--- config.mk ---
export PLATFORM = sky130hd
export DESIGN_NAME = fetch_stage
export DESIGN_NICKNAME = d
export VERILOG_FILES = /design/src/rtl/fetch_stage.sv
export SDC_FILE = /design/constraint.sdc
export NUM_CORES = 1
export LEC_CHECK = 0
export ABC_CLOCK_PERIOD_IN_PS = 8570
export CAP_MARGIN = 20
export CORE_AREA = 3 3 118 120
export DETAILED_ROUTE_END_ITERATION = 12
export DIE_AREA = 0 0 121 123
export HOLD_SLACK_MARGIN = 0.05
export PLACE_DENSITY_LB_ADDON = 0.25
export RECOVER_POWER = 25
export REMOVE_ABC_BUFFERS = 1
export SETUP_SLACK_MARGIN = 0.05
export SLEW_MARGIN = 0
export SYNTH_ARGS = -nofsm -noshare
export SYNTH_HDL_FRONTEND = slang
export SYNTH_SLANG_ARGS = --single-unit
--- constraint.sdc ---
create_clock -name clk -period 8.57 [get_ports clk]
set_clock_uncertainty 0.05 [all_clocks]
set_input_delay 2.1425 -clock clk [delete_from_list [all_inputs] [get_ports clk]]
set_output_delay 2.1425 -clock clk [all_outputs]
set_load 0.01 [all_outputs]
--- src/rtl/fetch_stage.sv ---
// Instruction-fetch stage: owns the PC, fetches over a req/ack memory handshake,
// issues the instruction to the decoder and resolves the next PC on completion.
module fetch_stage #(
  parameter logic [31:0] PC_RESET = 32'h0000_0000
) (
  input  logic        clk,
  input  logic        reset,
  output logic        imem_req,
  output logic [31:0] imem_addr,
  input  logic        imem_ack,
  input  logic [31:0] imem_rdata,
  output logic [31:0] instr,
  output logic [5:0]  op,
  output logic [31:0] pc,
  output logic [31:0] pcplus4,
  output logic        instr_valid,
  input  logic        instr_done,
  input  logic        branch,
  input  logic        branch_greater_equal,
  input  logic        jump,
  input  logic        zero,
  input  logic        ge,
  output logic [31:0] instret
);

  typedef enum logic {FETCH, ISSUE} state_t;

  state_t      state, state_nxt;
  logic        taken;
  logic [31:0] branch_off;
  logic [31:0] next_pc;

  always_ff @(posedge clk) begin
    if (!reset) begin
      state   <= FETCH;
      pc      <= PC_RESET;
      instr   <= '0;
      instret <= '0;
    end else begin
      state <= state_nxt;
      if (state == FETCH && imem_ack)
        instr <= imem_rdata;
      if (state == ISSUE && instr_done) begin
        pc      <= next_pc;
        instret <= instret + 32'd1;
      end
    end
  end

  // Handshake outputs are gated by reset so nothing is requested or issued while it is held.
  always_comb begin
    state_nxt   = state;
    imem_req    = 1'b0;
    instr_valid = 1'b0;
    case (state)
      FETCH: begin
        imem_req = reset;
        if (imem_ack) state_nxt = ISSUE;
      end
      ISSUE: begin
        instr_valid = reset;
        if (instr_done) state_nxt = FETCH;
      end
      default: state_nxt = FETCH;
    endcase
  end

  assign imem_addr = pc;
  assign op        = instr[31:26];
  assign pcplus4   = pc + 32'd4;

  // Only consumed on an instr_done edge in ISSUE, so X on the controls elsewhere is harmless.
  always_comb begin
    taken      = branch & (branch_greater_equal ? ge : zero);
    branch_off = {{14{instr[15]}}, instr[15:0], 2'b00};
    if (jump)
      next_pc = {pcplus4[31:28], instr[25:0], 2'b00};
    else if (taken)
      next_pc = pcplus4 + branch_off;
    else
      next_pc = pcplus4;
  end

endmodule

# [Word-level counts from Yosys, hierarchy flattened]
# Cells that the tools add are included.
[classes] add_sub_neg=3 n_mux=8 bitwise=2 reduce_logical=2
[ops] cell="$mux 32" n=2
[ops] cell="$add 32x1->32 const B" n=1
[ops] cell="$add 32x3->32 const B" n=1
[ops] cell="$add 32x32->32" n=1
[ops] cell="$mux 1" n=5
[ops] cell="$logic_and 1x1->1" n=2
[ops] cell="$pmux 1 s2" n=1
[ops] cell="$and 1x1->1" n=1
[ops] cell="$not 1->1" n=1
[word_totals] reg_bits=97 out_inout_bits=168 word_cells=19

# [Logic depth before layout (Yosys ltp)]
# Gate-level depths: netlist (run 1).
[logic_depth] ltp_word=4 mapped_depth=17 ltp_nobuf=16

# [Least setup slack after synthesis (run 1)]
# No wires, ideal clock.
[synth_timing] path_kind="input port to output port" from="input port reset" to="output port imem_req" t_arrival_ps=2842 required_ps=6378 slack_ps=3536 stages=4 cell_sequence="clkbuf_1 inv_2 clkbuf_1 nor2_1"
[synth_via] elab_chain_cells=1
[synth_lines] element="start: declaration" line="7" rtl="input logic reset,"
[synth_lines] element="$mux 1" line="55" rtl="case (state)"
[synth_lines] element="end: declaration" line="8" rtl="output logic imem_req,"
# No other way between the ends.

# [Worst setup path in the final report (run 1)]
# Same ends and word-level chain as after synthesis.

==> impl_metrics.env, run 1 <==
export IMPL_cts_setup_buffers=0
export IMPL_clkSlewWorstSetupHoldPaths_ns=0.07
export IMPL_synth_edf_count=0
export IMPL_numCtsBuffers=9
export IMPL_synth_top_area_share_pct=29.7
export IMPL_synth_area_leader_cell="dfxtp_1"
export IMPL_ys_warn_count=0
export IMPL_synth_common_cells="nand2_1, dfxtp_1, nor2_1"
export IMPL_die_x_um=121
export IMPL_status="complete, no violations"
export IMPL_fin_cells=1154
export IMPL_gr_total_overflow=0
export IMPL_clkSinkCount=95
export IMPL_grt_max_degree=82
export IMPL_tightest_slew_ns=1.09
export IMPL_tns_ns=0
export IMPL_dpl_hpwl_um=14100
export IMPL_vias=6416
export IMPL_ys_flop_type="dfxtp_1"
export IMPL_start_kind="input pin"
export IMPL_hold_viol=0
export IMPL_layout_setup_ws_ns=2.68
export IMPL_clock_power_share_pct=36.9
export IMPL_core_um2=13100
export IMPL_cts_hold_buf=0
export IMPL_wl_per_cell_um=16.5
export IMPL_hp_class="reg -> reg"
export IMPL_root_buffer="clkbuf_16"
export IMPL_p_comb_share_pct=19.1
export IMPL_synthCells=823
export IMPL_ctsResizeCount=0
export IMPL_rsz0062_at_grt="no"
export IMPL_num_rows=42
export IMPL_start_util_pct=48.9
export IMPL_grt_use_met2_pct=42.6
export IMPL_use_met3_pct=5.03
export IMPL_worstPathMaxFanout=8
export IMPL_drt_pass1_iterations=4
export IMPL_synthesis_area_um2=6400
export IMPL_power_density_nw_per_um2=126
export IMPL_async_flop_share_pct=0
export IMPL_syn_area_per_cell_um2=7.78
export IMPL_clock_latency_ns=0.35
export IMPL_grt_pass1_wl_um=30500
export IMPL_drive_gt1_share_pct=3.99
export IMPL_switchingPower_mw=0.323
export IMPL_drt_wl_total_um=19000
export IMPL_fmax_mhz=170
export IMPL_critPathRequiredTime_ns=6.38
export IMPL_slew_headroom_pct=27.3
export IMPL_grt_usage_pct=25.3
export IMPL_setup_viol=0
export IMPL_fin_crit_ns=5.89
export IMPL_fin_crit_sh_pct=68.7
export IMPL_place_ws_ns=2.82
export IMPL_placed_cells=1138
export IMPL_irDropWorstVdd_v=0.0000865
export IMPL_cts_tree="yes"
export IMPL_port_buffers=202
export IMPL_areaGrowthSynthToFinish_pct=33.8
export IMPL_antenna_left=0
export IMPL_met1_usage_pct=32.5
export IMPL_seqPwrFrac_pct=44.0
export IMPL_num_nets_final=1052
export IMPL_vias_per_cell=5.56
export IMPL_ys_top_cells_by_area="dfxtp_1, nand2_1, ha_1"
export IMPL_htree_levels=3
export IMPL_io_pins=209
export IMPL_cp_arrival_ns=3.69
export IMPL_synth_seq_cells=95
export IMPL_post_synth_top_count_cell="nand2_1"
export IMPL_maxCapViolCount=0
export IMPL_grt_pass1_vias=6071
export IMPL_critPathKind="in -> out"
export IMPL_die_y_um=123
export IMPL_switching_share_pct=29.9
export IMPL_clockBufferDepth=2
export IMPL_slew_violations=0
export IMPL_synth_distinct_cells=63
export IMPL_place_congestion=0.978
export IMPL_dr_first_iter_drc_count=365
export IMPL_worstSetupEndpointType="primary output"
export IMPL_p_int_mw=0.758
export IMPL_yosysSeqAreaShare_pct=29.7
export IMPL_design_die_area_um2=14900
export IMPL_drc=0
export IMPL_grt_antenna_before_repair=0
export IMPL_n_antenna_cell=0
export IMPL_power_leakage_nw=3.53
export IMPL_top_usage_layer="met2"
-- worst paths after layout --
check          startpoint  slack (ns)             to  cells past startpoint
max                 reset        2.68       imem_req                      4
min             instr[31]        0.42      instr[31]                      2
max reg2reg  imem_addr[2]        3.90  imem_addr[25]                     15
min reg2reg     instr[31]        0.42      instr[31]                      2
-- worst max-delay path: stages --
cell and delay [ns]:
dlygate4sd3_1 0.76, clkinv_1 0.15, nor2_1 0.10, clkdlybuf4s50_1 0.54
-- layout make-up --
| cell class | count | area [µm²] |
|---|---|---|
| well taps | 176 | 220 |
| inverters | 10 | 37.5 |
| fillers | 1167 | 4520 |
| multi-input cells | 647 | 4030 |
| repair buffers | 210 | 2080 |
| flip-flops and latches | 95 | 1900 |
| clock buffers | 10 | 229 |
| clock inverters | 6 | 61.3 |
-- logic make-up (layout without fill, tap and decap cells) --
group | after synthesis | count (layout) | synth area share [%]
xor gates and xnor gates | 82 | 82 | 11.2
muxes | 7 | 7 | 1.13
DFF | 95 | 95 | 29.7
and+or+nand+nor | 317 | 317 | 22.1
AOI/OAI and AO/OA | 197 | 197 | 20.5
other | 1 | 6 | 0.0586
buffers and inverters | 86 | 236 | 7.66
adders and majority gates | 38 | 38 | 7.55
-- layer usage --
layer	vias to the layer above	wire length (µm)
met5	-	0
met1	3012	8350
li1	3148	-
met2	228	9030
met3	28	1270
met4	0	363
-- cells in the final DEF, fill, tap and decap left out, types with 9 or more instances in the layout --
master,count
a21oi_1,78
ha_1,37
nand2_1,135
xor2_1,46
dlygate4sd3_1,59
and3_1,14
nand3_1,31
o21ai_0,27
xnor2_1,36
nand4_1,18
clkdlybuf4s50_1,143
o211ai_1,16
nor2_1,82
a21o_1,17
dfxtp_1,95
clkbuf_16,9
-- power groups by stage --
stage | Clock (mW) | Combinational, mW | Sequential (mW)
final | 0.399 | 0.207 | 0.475
after global placement | 0 | 0.208 | 0.485
after detailed placement | 0 | 0.210 | 0.485
after CTS | 0.406 | 0.211 | 0.475
after floorplan | 0 | 0.0960 | 0.491
after global routing | 0.422 | 0.226 | 0.477
-- registers in the layout, indices dropped and copies added (netlist names) --
register / cells
instret: 32
state: 1
imem_addr: 30
instr: 32
-- through the flow --
stage / total power, mW / instance area (µm²) / hold WS (ns) / util, %
after detailed placement: 0.695 / 8270 / 0.414 / 63.2
final: 1.08 / 8560 / 0.416 / 65.4
after floorplan: 0.588 / 5970 / 0.438 / -
after global placement: 0.693 / 8270 / 0.408 / 63.2
after global routing: 1.12 / 8560 / 0.448 / 65.4
after CTS: 1.09 / 8560 / 0.427 / 65.4
(Power assumes the default switching activity.)
==> inputs of run 2 (changes only) <==
--- a/config.mk
+++ b/config.mk
@@ -5,11 +5,11 @@
 export SDC_FILE = /design/constraint.sdc
 export NUM_CORES = 1
 export LEC_CHECK = 0
-export ABC_CLOCK_PERIOD_IN_PS = 8570
+export ABC_CLOCK_PERIOD_IN_PS = 5000
 export CAP_MARGIN = 20
-export CORE_AREA = 3 3 118 120
+export CORE_AREA = 3 3 126 128
 export DETAILED_ROUTE_END_ITERATION = 12
-export DIE_AREA = 0 0 121 123
+export DIE_AREA = 0 0 129 131
 export HOLD_SLACK_MARGIN = 0.05
 export PLACE_DENSITY_LB_ADDON = 0.25
 export RECOVER_POWER = 25
==> constraint.sdc (replaced) <==
create_clock -name clk -period 5 [get_ports clk]
set_clock_uncertainty 0.05 [all_clocks]
set_input_delay 1.25 -clock clk [delete_from_list [all_inputs] [get_ports clk]]
set_output_delay 1.25 -clock clk [all_outputs]
set_load 0.01 [all_outputs]
==> run 2 against run 1 <==
  * Clock power up 74%
  * First-iteration DRC count down 9.6%
  * Cell count up 1.4%
  * Non-clock buffer count up 4
  * Clock-buffer cell count unchanged
  * The run now ends with capacitance limit, slew limit left
  * Sequential share of layout area down 0.12 points
  * Critical path depth up 4
  * Utilization down 8.0 points
  * Critical endpoint is now pcplus4[27]
  * Worst setup slack worse by 2.3 ns
  * Final area up 0.53%
  * Register-to-register slack worse by 3.4 ns
  * Via count down 1.1%
  * Largest cell class unchanged
==> impl_metrics.env, run 2 (synthesis gave the netlist of run 1 again) <==
export IMPL_n_antenna_cell=0
export IMPL_critPathKind="reg -> out"
export IMPL_switchingPower_mw=0.571
export IMPL_gr_total_overflow=0
export IMPL_slew_headroom_pct=-12.4
export IMPL_grt_usage_pct=23.3
export IMPL_cts_hold_buf=0
export IMPL_num_nets_final=1056
export IMPL_grt_antenna_before_repair=0
export IMPL_antenna_left=0
export IMPL_numCtsBuffers=9
export IMPL_grt_pass1_wl_um=31600
export IMPL_fin_cells=1170
export IMPL_clockBufferDepth=2
export IMPL_design_die_area_um2=16900
export IMPL_place_congestion=0.870
export IMPL_status="finished, violations left"
export IMPL_postLayoutCoreUtil_pct=57.5
export IMPL_drt_wl_total_um=20000
export IMPL_worstPathMaxFanout=8
export IMPL_htree_levels=3
export IMPL_vias_per_cell=5.42
export IMPL_drt_pass1_iterations=7
export IMPL_irDropWorstVdd_v=0.000183
export IMPL_tightest_slew_ns=1.69
export IMPL_start_kind="flip-flop"
export IMPL_slew_violations=82
export IMPL_cts_tree="yes"
export IMPL_die_x_um=129
export IMPL_clock_power_share_pct=37.1
export IMPL_drive_gt1_share_pct=4.38
export IMPL_areaGrowthSynthToFinish_pct=34.5
export IMPL_port_buffers=202
export IMPL_p_int_mw=1.30
export IMPL_wl_per_cell_um=17.1
export IMPL_start_util_pct=42.7
export IMPL_setup_viol=0
export IMPL_io_pins=209
export IMPL_fillers=1404
export IMPL_cts_setup_buffers=0
export IMPL_clkSinkCount=95
export IMPL_cp_arrival_ns=3.29
export IMPL_drc=0
export IMPL_die_y_um=131
export IMPL_violations="capacitance limit, slew limit"
export IMPL_num_rows=45
export IMPL_power_total_mw=1.87
export IMPL_switching_share_pct=30.5
export IMPL_power_density_nw_per_um2=218
export IMPL_critPathRequiredTime_ns=3.70
export IMPL_clkSlewWorstSetupHoldPaths_ns=0.07
export IMPL_final_common_cell="clkdlybuf4s50_1"
export IMPL_p_comb_share_pct=19.4
export IMPL_vias=6343
export IMPL_grt_pass1_vias=6086
export IMPL_worstSetupEndpointType="primary output"
export IMPL_core_um2=15000
export IMPL_fmax_mhz=218
export IMPL_fin_crit_ns=4.59
export IMPL_final_cell_mix="clkdlybuf4s50_1, nand2_1, dfxtp_1"
export IMPL_placed_cells=1154
export IMPL_power_leakage_nw=3.43
export IMPL_tns_ns=0
export IMPL_rsz0062_at_grt="no"
export IMPL_fin_crit_sh_pct=91.8
export IMPL_hold_viol=0
export IMPL_dr_first_iter_drc_count=330
export IMPL_grt_max_degree=82
export IMPL_seqPwrFrac_pct=43.4
export IMPL_maxCapViolCount=1
export IMPL_root_buffer="clkbuf_16"
export IMPL_clock_latency_ns=0.35
export IMPL_hp_class="reg -> reg"
export IMPL_ctsResizeCount=0
export IMPL_dpl_hpwl_um=14500
-- run 2: cell type report --
| type | instances | area (µm²) | share of cell area [%] |
|---|---|---|---|
| Multi-Input combinational cell | 647 | 4030 | 46.8 |
| Timing Repair Buffer | 214 | 2110 | 24.5 |
| Sequential cell | 95 | 1900 | 22.1 |
| Tap cell | 188 | 235 | 2.73 |
| Clock buffer | 10 | 229 | 2.66 |
| Clock inverter | 6 | 63.8 | 0.741 |
| Inverter | 10 | 37.5 | 0.436 |
-- run 2: power groups by stage --
stage          Sequential, mW  Clock (mW)  Combinational, mW
3_3_place_gp            0.831           0              0.364
4_1_cts                 0.814       0.709              0.369
6_report                0.814       0.696              0.364
2_1_floorplan           0.842           0              0.165
5_1_grt                 0.819       0.737              0.398
3_5_place_dp            0.832           0              0.366
-- run 2: critical path: stages (launching register included) --
cell and delay, ns:
dfxtp_1 0.49, nand2_1 0.09, nor2_1 0.13, buf_4 0.15, nand4_1 0.32, nor3_1 0.64
nand3_1 0.17, xnor2_1 0.33, clkdlybuf4s50_1 0.61
-- run 2: final timing paths --
path	startpoint	to	slack, ns	cells past startpoint
max	imem_addr[4]	pcplus4[27]	0.41	8
min	instr[29]	instr[29]	0.42	2
max reg2reg	imem_addr[2]	imem_addr[25]	0.47	15
min reg2reg	instr[29]	instr[29]	0.42	2
-- run 2: through the flow --
stage / setup slack, ns / hold slack [ns] / cell area [µm²]
floorplan: 0.908 / 0.438 / 5970
global placement: 0.723 / 0.408 / 8320
detailed placement: 0.583 / 0.414 / 8320
CTS: 0.406 / 0.425 / 8610
global route: 0.173 / 0.437 / 8610
finish: 0.411 / 0.418 / 8610
-- run 2: routing by layer --
layer / GRT usage, % / vias up / part of all wire, %
met5: 0 / - / 0
met4: 8.59 / 0 / 2.5
met3: 5.85 / 39 / 6.5
met2: 38.5 / 202 / 47
met1: 29.6 / 2946 / 44
li1: - / 3156 / -
==> inputs of run 3 (changes only) <==
--- a/config.mk
+++ b/config.mk
@@ -12,9 +12,8 @@
 export DIE_AREA = 0 0 129 131
 export HOLD_SLACK_MARGIN = 0.05
 export PLACE_DENSITY_LB_ADDON = 0.25
-export RECOVER_POWER = 25
 export REMOVE_ABC_BUFFERS = 1
-export SETUP_SLACK_MARGIN = 0.05
+export SETUP_SLACK_MARGIN = 0.1
 export SLEW_MARGIN = 0
 export SYNTH_ARGS = -nofsm -noshare
 export SYNTH_HDL_FRONTEND = slang
==> run 3 against run 2 <==
  * The run now ends clean
  * Final area hardly changed
  * Clock-buffer cell count unchanged
  * Critical endpoint unchanged
  * Die area unchanged
  * Power is 0.13% higher
==> impl_metrics.env, run 3 (synthesis gave the netlist of run 1 again) <==
export IMPL_status="complete, no violations"
export IMPL_vias=6333
export IMPL_rsz0062_at_grt="no"
export IMPL_slew_headroom_pct=27.1
export IMPL_met3WireLength_um=1270
export IMPL_dpl_cell_area_um2=8320
export IMPL_power_leakage_nw=3.37
export IMPL_n_antenna_cell=0
export IMPL_grt_pass1_vias=6086
export IMPL_max_stage_delay_ns=0.64
export IMPL_cp_arrival_ns=3.27
export IMPL_core_um2=15000
export IMPL_tns_ns=0
export IMPL_power_density_nw_per_um2=218
export IMPL_final_common_cell="clkdlybuf4s50_1"
export IMPL_die_x_um=129
export IMPL_fin_cells=1170
export IMPL_design_die_area_um2=16900
export IMPL_place_ws_ns=0.583
export IMPL_areaGrowthSynthToFinish_pct=34.5
export IMPL_p_int_mw=1.31
export IMPL_drive_gt1_share_pct=4.48
export IMPL_worstPathMaxFanout=8
export IMPL_grt_antenna_before_repair=0
export IMPL_fmax_mhz=219
export IMPL_wl_met2_um=9420
export IMPL_grt_pass1_wl_um=31600
export IMPL_holdPathEnd="instr[29]"
export IMPL_fin_crit_ns=4.57
export IMPL_final_cell_mix="clkdlybuf4s50_1, nand2_1, dfxtp_1"
export IMPL_dpl_hpwl_um=14500
export IMPL_hold_viol=0
export IMPL_dr_first_iter_drc_count=379
export IMPL_drt_wl_total_um=20000
export IMPL_cts_setup_buffers=0
export IMPL_wirelength_met1_um=8820
export IMPL_start_util_pct=42.7
export IMPL_antenna_left=0
export IMPL_worstSetupEndpointType="primary output"
export IMPL_num_nets_final=1056
export IMPL_switchingPower_mw=0.571
export IMPL_grt_max_degree=82
export IMPL_vias_per_cell=5.41
export IMPL_rr_endpoint="imem_addr[31]"
export IMPL_start_kind="flip-flop"
export IMPL_maxCapViolCount=0
export IMPL_ctsResizeCount=0
export IMPL_clkSlewWorstSetupHoldPaths_ns=0.07
export IMPL_power_total_mw=1.88
export IMPL_r2r_cells=15
export IMPL_timing_hold_ws_ns=0.426
export IMPL_regToRegStartpoint="imem_addr[2]"
export IMPL_gr_total_overflow=0
export IMPL_die_y_um=131
export IMPL_cts_hold_buf=0
export IMPL_rrSetupSlack_ns=0.52
export IMPL_p_comb_share_pct=19.5
export IMPL_clkSinkCount=95
export IMPL_slew_violations=0
export IMPL_fin_crit_sh_pct=91.4
export IMPL_holdPathStages=2
export IMPL_numCtsBuffers=9
export IMPL_tightest_slew_ns=1.09
export IMPL_place_congestion=0.870
export IMPL_dr_max_layer_used="met4"
export IMPL_clock_power_share_pct=37.1
export IMPL_multi_input_area_um2=4030
export IMPL_slowest_stage="nor3_1"
export IMPL_fillers=1403
export IMPL_clock_latency_ns=0.35
export IMPL_drt_pass1_iterations=5
export IMPL_cts_tree="yes"
export IMPL_drc=0
export IMPL_switching_share_pct=30.4
export IMPL_layout_setup_ws_ns=0.432
export IMPL_htree_levels=3
export IMPL_hp_class="reg -> reg"
export IMPL_placed_cells=1154
export IMPL_setup_viol=0
export IMPL_regArea_um2=1900
export IMPL_io_pins=209
export IMPL_clockBufferDepth=2
export IMPL_fin_area_um2=8610
export IMPL_postLayoutCoreUtil_pct=57.5
export IMPL_root_buffer="clkbuf_16"
export IMPL_num_rows=45
export IMPL_path_cells="nand2_1 > nor2_1 > buf_4 > nand4_1 > nor3_1 > nand3_1 > xnor2_1 > clkdlybuf4s50_1"
export IMPL_port_buffers=202
export IMPL_seqPwrFrac_pct=43.4
export IMPL_critPathKind="reg -> out"
export IMPL_critPathRequiredTime_ns=3.70
export IMPL_min_delay_start="instr[29]"
export IMPL_irDropWorstVdd_v=0.000184
export IMPL_grt_usage_pct=23.3
export IMPL_wl_per_cell_um=17.1
## run 3: routing by layer
metal	track usage, %	up-vias
li1	-	3156
met3	5.85	39
met2	38.5	194
met4	8.59	0
met5	0	-
met1	29.6	2944
## run 3: area by class of cell
class | instances | share of cell area, %
inverters | 10 | 0.436
well taps | 188 | 2.73
repair buffers | 214 | 24.5
clock inverters | 6 | 0.741
multi-input cells | 647 | 46.8
clock buffers | 10 | 2.66
flip-flops and latches | 95 | 22.1
## run 3: power by group through the flow
stage          registers, mW  logic, mW  clock network, mW
2_1_floorplan          0.842      0.165                  0
3_3_place_gp           0.831      0.364                  0
3_5_place_dp           0.832      0.366                  0
4_1_cts                0.814      0.369              0.709
5_1_grt                0.819      0.400              0.737
6_report               0.814      0.366              0.695
## run 3: worst max-delay path by stage
stage,slack (ns),endpoint,from
5_1_grt,0.17,imem_addr[31],imem_addr[2]
6_report,0.43,pcplus4[27],imem_addr[4]
2_1_floorplan,0.91,imem_addr[25],imem_addr[2]
3_3_place_gp,0.72,imem_addr[25],imem_addr[2]
3_5_place_dp,0.58,imem_addr[25],imem_addr[2]
4_1_cts,0.41,pcplus4[27],imem_addr[2]
## run 3: worst max-delay path, delay by kind of cell, from the launching register on
family,cells,cell delay (ns)
AND/OR/NAND/NOR,5,1.35
XOR/XNOR,1,0.32
buffers and inverters,2,0.76
flip-flops,1,0.49
